[config.mk]
export PLATFORM = sky130hd
export DESIGN_NAME = axis_i2s_tx
export DESIGN_NICKNAME = d
export VERILOG_FILES = /design/src/rtl/i2s_pkg.sv /design/src/rtl/i2s_clkgen.sv /design/src/rtl/axis_i2s_tx.sv
export SDC_FILE = /design/constraint.sdc
export NUM_CORES = 1
export LEC_CHECK = 0
export ABC_CLOCK_PERIOD_IN_PS = 9300
export CORE_ASPECT_RATIO = 1.75
export CORE_MARGIN = 3
export CORE_UTILIZATION = 38
export DETAILED_ROUTE_END_ITERATION = 6
export GPL_TIMING_DRIVEN = 0
export PLACE_DENSITY = 0.54
export SKIP_LAST_GASP = 1
export SLEW_MARGIN = 25
export SYNTH_ARGS = -nofsm -noshare
export SYNTH_HDL_FRONTEND = slang
export SYNTH_HIERARCHICAL = 1
export SYNTH_SLANG_ARGS = --single-unit
[constraint.sdc]
create_clock -name aud_mclk -period 9.3 [get_ports aud_mclk]
set_clock_uncertainty 0.1 [all_clocks]
set_input_delay 2.325 -clock aud_mclk [delete_from_list [all_inputs] [get_ports aud_mclk]]
set_output_delay 2.325 -clock aud_mclk [all_outputs]
set_load 0.02 [all_outputs]
[src/rtl/i2s_pkg.sv]
// Shared constants and types for the AXI-Stream to I2S transmitter.
// Frame geometry is fixed at two 32-bit slots (64fs bit clock).
package i2s_pkg;

    localparam int SLOT_BITS         = 32;
    localparam int FRAME_BITS        = 64;
    localparam int BIT_CNT_W         = $clog2(FRAME_BITS);
    localparam int DEF_SAMPLE_WIDTH  = 24;

    localparam logic [7:0] CH_LEFT  = 8'd0;
    localparam logic [7:0] CH_RIGHT = 8'd1;

    typedef logic [DEF_SAMPLE_WIDTH-1:0] sample_t;

endpackage

[src/rtl/i2s_clkgen.sv]
// Bit-clock divider and frame bit counter. fe, frame_start and bit_cnt describe
// the coming clock edge so the caller can register its outputs in step with sclk.
module i2s_clkgen
    import i2s_pkg::*;
#(
    parameter int SCLK_DIV = 4
) (
    input  logic                 clk,
    input  logic                 rst,
    input  logic                 en,
    output logic                 sclk,
    output logic                 fe,
    output logic [BIT_CNT_W-1:0] bit_cnt,
    output logic                 frame_start
);

    localparam int DW = $clog2(SCLK_DIV);

    logic [DW-1:0]        div_cnt_q, div_cnt_d;
    logic [BIT_CNT_W-1:0] bit_cnt_q, bit_cnt_d;
    logic                 sclk_q, sclk_d;

    always_comb begin
        fe          = 1'b0;
        frame_start = 1'b0;
        div_cnt_d   = div_cnt_q;
        bit_cnt_d   = bit_cnt_q;
        sclk_d      = 1'b0;
        if (en) begin
            fe          = (div_cnt_q == DW'(SCLK_DIV - 1));
            frame_start = fe && (bit_cnt_q == BIT_CNT_W'(FRAME_BITS - 1));
            div_cnt_d   = fe ? '0 : div_cnt_q + 1'b1;
            bit_cnt_d   = fe ? bit_cnt_q + 1'b1 : bit_cnt_q;
            // sclk follows the divider value being entered, so it falls on fe.
            sclk_d      = (div_cnt_d >= DW'(SCLK_DIV / 2));
        end else begin
            div_cnt_d = '0;
            bit_cnt_d = '0;
        end
    end

    always_ff @(posedge clk) begin
        if (rst) begin
            div_cnt_q <= '0;
            bit_cnt_q <= '0;
            sclk_q    <= 1'b0;
        end else begin
            div_cnt_q <= div_cnt_d;
            bit_cnt_q <= bit_cnt_d;
            sclk_q    <= sclk_d;
        end
    end

    assign sclk    = sclk_q;
    assign bit_cnt = bit_cnt_d;

endmodule

[src/rtl/axis_i2s_tx.sv]
// I2S transmitter fed by the audio formatter's MM2S AXI-Stream (channel in tid).
// Holds one L/R pair, loads it at each frame start and serializes MSB first.
module axis_i2s_tx
    import i2s_pkg::*;
#(
    parameter int SCLK_DIV     = 4,
    parameter int SAMPLE_MSB   = 27,
    parameter int SAMPLE_WIDTH = 24
) (
    input  logic        aud_mclk,
    input  logic        aud_mreset,
    input  logic        enable,
    input  logic        s_axis_tvalid,
    output logic        s_axis_tready,
    input  logic [31:0] s_axis_tdata,
    input  logic [7:0]  s_axis_tid,
    output logic        i2s_sclk,
    output logic        i2s_lrclk,
    output logic        i2s_sdata,
    output logic        underrun,
    output logic        chan_err
);

    typedef logic [SAMPLE_WIDTH-1:0] smp_t;

    logic                 fe;
    logic                 frame_start;
    logic [BIT_CNT_W-1:0] bit_cnt;

    logic lv_q, lv_d, rv_q, rv_d;
    smp_t left_q, left_d, right_q, right_d;
    smp_t frame_l_q, frame_l_d, frame_r_q, frame_r_d;
    logic lrclk_q, lrclk_d, sdata_q, sdata_d;
    logic underrun_q, underrun_d, chan_err_q, chan_err_d;

    logic                 run;
    logic                 accept;
    logic [7:0]           exp_ch;
    smp_t                 sample_in;
    logic [4:0]           pos;
    logic [4:0]           bit_idx;
    logic [SLOT_BITS-1:0] slot_word;
    logic                 unused_tdata;

    i2s_clkgen #(
        .SCLK_DIV (SCLK_DIV)
    ) u_clkgen (
        .clk         (aud_mclk),
        .rst         (aud_mreset),
        .en          (enable),
        .sclk        (i2s_sclk),
        .fe          (fe),
        .bit_cnt     (bit_cnt),
        .frame_start (frame_start)
    );

    assign run           = enable & ~aud_mreset;
    assign s_axis_tready = run & ~(lv_q & rv_q);
    assign accept        = s_axis_tvalid & s_axis_tready;
    assign exp_ch        = lv_q ? CH_RIGHT : CH_LEFT;
    assign sample_in     = s_axis_tdata[SAMPLE_MSB -: SAMPLE_WIDTH];
    assign unused_tdata  = ^s_axis_tdata;

    always_comb begin
        lv_d       = lv_q;
        rv_d       = rv_q;
        left_d     = left_q;
        right_d    = right_q;
        frame_l_d  = frame_l_q;
        frame_r_d  = frame_r_q;
        lrclk_d    = lrclk_q;
        sdata_d    = sdata_q;
        underrun_d = 1'b0;
        chan_err_d = 1'b0;
        pos        = bit_cnt[4:0];
        bit_idx    = 5'd0 - pos;
        slot_word  = '0;

        if (accept) begin
            if (s_axis_tid == exp_ch) begin
                if (!lv_q) begin
                    left_d = sample_in;
                    lv_d   = 1'b1;
                end else begin
                    right_d = sample_in;
                    rv_d    = 1'b1;
                end
            end else begin
                chan_err_d = 1'b1;
            end
        end

        // A partial pair survives the boundary; only a full pair is consumed.
        if (frame_start) begin
            if (lv_q && rv_q) begin
                frame_l_d = left_q;
                frame_r_d = right_q;
                lv_d      = 1'b0;
                rv_d      = 1'b0;
            end else begin
                frame_l_d  = '0;
                frame_r_d  = '0;
                underrun_d = 1'b1;
            end
        end

        slot_word = bit_cnt[BIT_CNT_W-1]
                  ? {frame_r_d, {(SLOT_BITS - SAMPLE_WIDTH){1'b0}}}
                  : {frame_l_d, {(SLOT_BITS - SAMPLE_WIDTH){1'b0}}};

        // One-bit delay: position 0 of each slot carries a zero, MSB follows.
        if (fe) begin
            lrclk_d = bit_cnt[BIT_CNT_W-1];
            sdata_d = (pos == 5'd0) ? 1'b0 : slot_word[bit_idx];
        end

        if (!enable) begin
            lv_d       = 1'b0;
            rv_d       = 1'b0;
            left_d     = '0;
            right_d    = '0;
            frame_l_d  = '0;
            frame_r_d  = '0;
            lrclk_d    = 1'b0;
            sdata_d    = 1'b0;
            underrun_d = 1'b0;
            chan_err_d = 1'b0;
        end
    end

    always_ff @(posedge aud_mclk) begin
        if (aud_mreset) begin
            lv_q       <= 1'b0;
            rv_q       <= 1'b0;
            left_q     <= '0;
            right_q    <= '0;
            frame_l_q  <= '0;
            frame_r_q  <= '0;
            lrclk_q    <= 1'b0;
            sdata_q    <= 1'b0;
            underrun_q <= 1'b0;
            chan_err_q <= 1'b0;
        end else begin
            lv_q       <= lv_d;
            rv_q       <= rv_d;
            left_q     <= left_d;
            right_q    <= right_d;
            frame_l_q  <= frame_l_d;
            frame_r_q  <= frame_r_d;
            lrclk_q    <= lrclk_d;
            sdata_q    <= sdata_d;
            underrun_q <= underrun_d;
            chan_err_q <= chan_err_d;
        end
    end

    assign i2s_lrclk = lrclk_q;
    assign i2s_sdata = sdata_q;
    assign underrun  = underrun_q;
    assign chan_err  = chan_err_q;

endmodule

==> results by stage, run 1 <==
Global routing:
- The initial antenna violation count is 0.
- Global routing used 18.2% of the available tracks.
- The wire length of the first global-routing pass is 19700 um.
- The pin count of the biggest net entering global routing is 19.
- The number of global-route vias before repair is 3756.
- The leftover overflow at the end of global routing is 0.

Floorplanning:
- The total area inside the core boundary comes to 11800 sq um.
- In this run the core area contains 52 standard-cell rows.
- The die covers 13700 sq um.
- Once the floorplan was initialized, standard cells occupied 39.6% of the core.
- The die is 89.7 um wide.
- The chip height is 153 um.
- The boundary pin count is 50.

Clock network:
- Buffers added to address setup during post-CTS repair amount to 0.
- TritonCTS built the clock tree.
- The H-tree depth is 3.
- The clock tree root buffer cell is sky130_fd_sc_hd__clkbuf_16.
- The clock-pin slew of the registers on the worst-case setup and hold paths is 0.07 ns.
- The clock reaches the later pin of the worst-skew pair after 0.35 ns.
- Clock tree synthesis inserted a total of 9 buffers.
- No sink is reached through more buffers than the 2 on the longest clock path.
- The count of clock tree sinks is 110.
- After clock tree synthesis, the flow added hold-fix buffers numbering 0.
- The count of cells resized by post-cts repair is 0.

Synthesis:
- The average instance area after synthesis is 9.33 sq um.
- Sequential cells were found to cover 47.2% of the synthesized design area.
- During synthesis, Yosys emitted a total of 6 warnings.
- The synthesized flop and latch total is 110.
- The post-synthesis instance area is 4660 sq um.
- For this run, asynchronously set or reset flops after synthesis account for 0%.
- The leading register cell type out of synthesis is sky130_fd_sc_hd__dfxtp_1.
- The cell type with the highest aggregate area in the netlist is sky130_fd_sc_hd__dfxtp_1.
- The post-synthesis instance total is 500.
- When the netlist entered floorplanning its net count stood at 548.
- Ranked by total cell area, the synthesized netlist is headed by sky130_fd_sc_hd__dfxtp_1, sky130_fd_sc_hd__mux2i_1, sky130_fd_sc_hd__nor2_1, sky130_fd_sc_hd__nor2b_1, sky130_fd_sc_hd__a21oi_1.
- The number of distinct library cell variants in the gate-level netlist after synthesis is 50.
- In this run the biggest area consumer among cell types represents 47.2% of the synthesized area.
- Counting flops with a built-in enable in the synthesized netlist gives 0.

STA:
- The number of slew-limit violations in the final report is 0.
- The normalized max-slew margin is 51.1%.
- Setup violations remaining at the end of the flow were counted as 0.
- Setup repair after global routing left no endpoint under its margin.
- The worst path in the final design needs a cycle of 6.47 ns, including I/O delays and setup.
- For this run, the top clock speed supported by timing is 154 MHz.
- The actual slew at the worst max-slew pin is 0.733 ns.
- The share of the clock period used by the worst path after layout is 69.6%.
- The final-report hold violation count came to 0.
- In the final timing run, aggregate negative setup slack is 0 ns.

Worst setup path:
- By startpoint and endpoint, the worst setup path is classified as input port to output pin.
- Data arrives at the worst endpoint at 4.05 ns.
- Along the worst path, the maximum fanout reaches 11.
- The startpoint type of the worst setup path is an input port.
- The worst endpoint required time is 6.88 ns.
- The worst setup path is captured at an output pin.

Final layout:
- In the final layout, the share of cells above drive strength 1 is 8.08%.
- Leaving out filler cells and counting taps, the final layout contains 719.
- After the last flow step, the layout net total stands at 600.
- The number of antenna diodes is 0.
- The signed area change from the synthesized netlist to the final layout is 19.3%.

Route:
- In the routed layout, each cell is associated on average with a via count of 5.03.
- Once detail routing completed, the nets flagged for antenna violations numbered 0.
- For this block, the via count after detailed routing is 3618.
- The routed design has 12000 um of wire.
- The starting DRC count in detailed routing is 201.
- For this run, design rule violations remaining after detail routing come to 0.
- The first detailed-routing pass took 4 iterations.
- Dividing the detail-routed wire length by the instance count gives 16.7 um.

Job:
- The tool flagged a number of max-cap violations equal to 0.

Pwr:
- For this design the static power due to leakage is 2.12 nW.
- The worst vdd rail ir drop is 0.0924 mV.
- The completed layout was analyzed and its total power is 0.878 mW.
- The total power divided by cell area is 158 nW/um^2.

Placed design:
- The detailed-placement wirelength estimate is 8820 um.
- The congestion estimate from routability-driven global placement came to 0.838.
- The number of port buffers is 41.
- After detailed placement, the design holds a cell count of 703.

Status:
- The flow ran to the end, and the final reports show no timing, DRC or antenna violations.

Min path:
- The class of the tightest hold or removal check is register to register.
-- placed cells by master, fill, tap and decap left out, drive strengths merged, types with 3 or more instances in the layout --
master / Yosys / final
dfxtp: 110 / 110
nor2: 105 / 105
nor2b: 53 / 53
mux2i: 51 / 51
a21oi: 51 / 51
clkdlybuf4s50: 0 / 41
clkbuf: 17 / 28
buf: 16 / 16
inv: 9 / 10
mux4: 8 / 8
nand3: 7 / 7
nand4: 6 / 6
nand2b: 5 / 5
nor3: 5 / 5
a211oi: 5 / 5
and3: 4 / 4
nand2: 4 / 4
xor2: 4 / 4
ha: 4 / 4
and2: 4 / 4
xnor2: 3 / 3
a211o: 3 / 3
-- flip-flops by register name (all words and copies together) (netlist names) --
| register | count |
|---|---|
| underrun | 1 |
| i2s_lrclk | 1 |
| left_q | 24 |
| chan_err | 1 |
| u_clkgen/bit_cnt_q | 6 |
| i2s_sdata | 1 |
| frame_l_q | 24 |
| lv_q | 1 |
| right_q | 24 |
| u_clkgen/div_cnt_q | 2 |
| frame_r_q | 24 |
| rv_q | 1 |
-- power breakdown --
group          leakage, nW  switching, mW  internal (mW)  total (mW)
Clock                0.134          0.180          0.192       0.372
Sequential           0.886       0.000291          0.471       0.471
Combinational         1.10         0.0170         0.0175      0.0345
-- metal layers --
layer  GRT usage [%]  routed length [um]  vias up
met1            21.3                5100     1717
met3            3.11                 410       19
met5               0                   0        -
met2            33.0                6300       76
li1                -                   -     1806
met4            6.73                 224        0
-- path summary, 6_finish.rpt --
| path | from | to | slack, ns | cells past startpoint |
|---|---|---|---|---|
| max | enable | s_axis_tready | 2.83 | 4 |
| min | u_clkgen/div_cnt_q[0]$_SDFF_PP0_ | u_clkgen/div_cnt_q[0]$_SDFF_PP0_ | 0.32 | 1 |
| max reg2reg | u_clkgen/div_cnt_q[1]$_SDFF_PP0_ | i2s_sdata$_SDFFE_PP0P_ | 5.62 | 15 |
| min reg2reg | u_clkgen/div_cnt_q[0]$_SDFF_PP0_ | u_clkgen/div_cnt_q[0]$_SDFF_PP0_ | 0.32 | 1 |
-- per-stage QoR --
step           area [sq um]  worst slack, ns  hold WS [ns]  util (%)
4_1_cts                5560             2.81         0.328      47.2
6_report               5560             2.83         0.322      47.2
2_1_floorplan          4660             3.97         0.302         -
5_1_grt                5560             2.67         0.362      47.2
3_3_place_gp           5280             2.82         0.311      44.8
3_5_place_dp           5280             2.82         0.318      44.8
-- cell families (layout without fill, tap and decap cells) --
family,count (synthesis),after routing,share of synthesized area (%)
xor gates and xnor gates,7,7,1.31
adders and majority gates,4,4,1.07
muxes,60,60,15.1
DFF,110,110,47.2
buffers and inverters,42,99,4.19
AOI/OAI and AO/OA,73,73,9.36
and+or+nand+nor,204,204,21.8
-- synth_stat cells (all sizes together) (5+ instances only) --
| cell | number |
|---|---|
| dfxtp | 110 |
| nor2 | 105 |
| nor2b | 53 |
| a21oi | 51 |
| mux2i | 51 |
| clkbuf | 17 |
| buf | 16 |
| inv | 9 |
| mux4 | 8 |
| nand3 | 7 |
| nand4 | 6 |
| a211oi | 5 |
| nand2b | 5 |
| nor3 | 5 |
-- final cells by class --
cell class                      instances  area [sq um]
Clock buffer                           11           243
Tap cell                              162           203
Multi-Input combinational cell        348          2270
Sequential cell                       110          2200
Timing Repair Buffer                   41           410
Clock inverter                          5          43.8
Inverter                                9          33.8
Fill cell                            1139          6210
Buffer                                 33           161
-- critical path: stages --
cell,delay [ns]
sky130_fd_sc_hd__clkdlybuf4s50_1,0.65
sky130_fd_sc_hd__nand2b_1,0.17
sky130_fd_sc_hd__a21oi_1,0.25
sky130_fd_sc_hd__clkdlybuf4s50_1,0.66
(Power assumes the default switching activity.)
==> run 2, diff against run 1 <==
Settings changed: ABC_CLOCK_PERIOD_IN_PS 9300 to 6500.
Clock period 9.3 ns to 6.5 ns, I/O delays scaled along.
==> results of run 2 <==
Same layout as run 1 (identical final DEF). Status: finished, final reports clean.
Main changes from that run: setup slack after placement 2.82 ns -> 1.32 ns; setup slack after layout 2.83 ns -> 1.43 ns; register-to-register setup slack 5.62 ns -> 2.82 ns; total power 0.878 mW -> 1.26 mW; worst IR drop on VDD 0.0924 mV -> 0.132 mV
==> run 3, diff against run 2 <==
Settings changed: ABC_CLOCK_PERIOD_IN_PS 6500 to 4100, PLACE_DENSITY 0.54 to 0.57.
Clock period 6.5 ns to 4.1 ns, I/O delays scaled along.
==> run 3 against run 2 <==
Effect of this change:
- first-iteration DRC count fell by 29%
- final cell count fell by 0.14%
- sequential power rose by 59%
- utilization fell by 0.17 points
- flip-flop and latch count did not move
- clock power rose by 53%
- register-to-register slack got worse by 2.4 ns
- non-clock buffer count did not move
==> results by stage, run 3 (synthesis results as in run 1) <==
Min path:
- The worst min-delay path startpoint is u_clkgen/div_cnt_q[0]$_SDFF_PP0_.
- The tightest min-delay check is of the register to register type.

Route:
- After the first detailed-routing iteration, the DRC count stood at 143.
- After detailed routing, the total wire length is 11800 um.
- For this block, the via count after detailed routing is 3660.
- After detailed routing, the number of vias per cell comes to 5.10.
- The number of search-and-repair iterations in the first detailed-routing pass is 4.
- The number of nets still failing antenna checks after routing is 0.
- The total DRC errors in the routed layout is 0.
- After detailed routing, the average wire length per cell comes to 16.5 um.

Pwr:
- In this run the power density over the cells is 354 nW/um^2.
- Summed over all cells, the static leakage comes to 2.11 nW.
- The share of total power dissipated in sequential elements is 54.5%.
- The fraction of power consumed by the clock network is 41.5%.
- For this design the total switching power over the nets is 0.441 mW.
- The worst vdd rail ir drop is 0.220 mV.
- Internal power comes to 1.52 mW.
- In this run, the combinational gates consume 4.0% of the power.
- The fraction of power spent switching nets is 22.5%.

Placed design:
- The number of port buffers is 41.
- The detailed-placement wirelength estimate is 8700 um.
- The instance count after placement with tap cells included is 703.
- The congestion estimate from routability-driven global placement came to 0.892.

STA:
- The sum of negative setup slack is 0 ns.
- The normalized max-slew margin is 51.4%.
- Setup repair after global routing left no endpoint under its margin.
- The highest achievable clock rate is 265 MHz.
- At the pin with the least slew margin, the transition time is 0.730 ns.
- The number of slew-limit violations in the final report is 0.
- Setup violations remaining at the end of the flow were counted as 0.
- For the finished layout, the period the worst path requires is 3.77 ns.
- The final-report hold violation count came to 0.
- The share of the clock period used by the worst path after layout is 91.9%.

Clock network:
- TritonCTS built the clock tree.
- The H-tree depth is 3.
- The tree built by TritonCTS fans out to 110 sinks.
- The count of hold buffers inserted by post-cts repair is 0.
- For the worst-skew pair, the clock arrives at the later sink with an insertion delay of 0.35 ns.
- Clock-pin slew was measured on the worst setup and hold paths at 0.06 ns.
- The maximum number of buffers from clock root to sink is 2.
- The clock tree root buffer cell is sky130_fd_sc_hd__clkbuf_16.
- Clock tree synthesis inserted a total of 9 buffers.

Worst setup path:
- The combined buffer and inverter count along the critical path is 2.
- Counting stages on the worst path, the most repeated cell is sky130_fd_sc_hd__clkdlybuf4s50_1.
- The critical path capture point type is an output pin.
- On the worst path, the slowest cell contributes a delay of 0.65 ns.
- The launch point of the worst path is aud_mreset.
- The classification of the worst setup path is input port to output pin.
- For the worst setup path, the data arrival time is 2.64 ns.
- The critical-path cell with the highest stage delay is sky130_fd_sc_hd__clkdlybuf4s50_1.
- The signal on the critical path passes through clkdlybuf4s50_1 -> nand2b_1 -> a21oi_1 -> clkdlybuf4s50_1.
- The category of cells accounting for the largest share of critical-path delay is buffers and inverters.
- Of all nets on the critical path, the largest fanout is 5.
- STA classifies the critical path startpoint as an input port.
- The worst endpoint required time is 2.97 ns.
- The worst register-to-register path begins at u_clkgen/div_cnt_q[1]$_SDFF_PP0_.

Final layout:
- The post-route netlist has 8.27% of its cells at a drive strength greater than 1.
- The most common cell after layout, fill and taps aside is sky130_fd_sc_hd__dfxtp_1.
- The area of the multi-input gates is 2270 sq um.
- After the flow finishes, the layout carries non-filler instances totaling 718.
- Relative to the synthesized area, the layout overhead comes to 18.9%.
- The area of all sequential standard cells is 2200 sq um.
- The number of antenna diodes is 0.
- The top cell types in the final layout, fill and taps aside, are sky130_fd_sc_hd__dfxtp_1, sky130_fd_sc_hd__nor2_1, sky130_fd_sc_hd__nor2b_1.
- For this run, the post-layout net count is 600.
- The number of fill cells in the layout is 1157.

Floorplanning:
- The core region is 11800 sq um.
- The boundary pin count is 50.
- The floorplan has 52 rows.
- The die width is 89.7 um.
- The initial utilization of the core area, before any placement, comes to 39.6%.
- The area of the die is 13700 sq um.
- The chip height is 153 um.

Global routing:
- Global routing consumed, over all layers together, 17.3% of the routing resources.
- The number of global-route vias before repair came to 3668.
- The initial antenna violation count is 0.
- The leftover overflow at the end of global routing is 0.
- The pin count of the biggest net entering global routing is 19.
- The first global-routing pass estimated 18700 um of wire.

Job:
- Max-cap violations in this run came to 0.

Status:
- The flow ran to the end, and the final reports show no timing, DRC or antenna violations.
run 3: per-stage QoR:
stage | power [mW] | hold WS [ns] | utilization, % | worst slack (ns) | area (sq um)
6_report | 1.96 | 0.331 | 47.1 | 0.333 | 5540
5_1_grt | 2.02 | 0.348 | 47.1 | 0.112 | 5540
4_1_cts | 1.98 | 0.333 | 47.1 | 0.137 | 5550
3_5_place_dp | 1.17 | 0.324 | 44.8 | -0.488 | 5280
3_3_place_gp | 1.17 | 0.315 | 44.8 | -0.474 | 5280
2_1_floorplan | 1.12 | 0.302 | - | 0.694 | 4660
run 3: layer usage:
layer / wire [um] / GRT usage [%] / up-vias
met3: 376 / 2.62 / 19
met4: 301 / 8.04 / 0
met5: 0 / 0 / -
met1: 4850 / 19.1 / 1764
met2: 6310 / 32.1 / 76
li1: - / - / 1801
run 3: final timing paths:
path,endpoint,depth (start not counted),slack [ns]
worst max-delay path,s_axis_tready,4,0.33
worst min register to register,u_clkgen/div_cnt_q[0]$_SDFF_PP0_,1,0.33
worst min-delay path,u_clkgen/div_cnt_q[0]$_SDFF_PP0_,1,0.33
worst max register to register,i2s_sdata$_SDFFE_PP0P_,15,0.44
run 3: area by class of cell:
type                    instances  share of cell area [%]
multi-input cells             348                    40.9
flip-flops and latches        110                    39.7
repair buffers                 41                    7.31
clock buffers                   9                    4.06
well taps                     162                    3.66
plain buffers                  33                    2.91
clock inverters                 6                   0.835
inverters                       9                   0.609
run 3: repair_timing:
action,CTS,global route
setup buffers,0,0
cloned,0,0
gates resized for setup,1,2
endpoints found under the setup margin,1,1
hold endpoints to repair,0,0
run 3: power groups by stage:
stage                     clock [mW]  combinational [mW]  sequential [mW]
after floorplan                    0              0.0239             1.10
after global placement             0              0.0785             1.09
after detailed placement           0              0.0789             1.09
after CTS                      0.831              0.0787             1.07
after global routing           0.865              0.0834             1.07
final                          0.815              0.0783             1.07
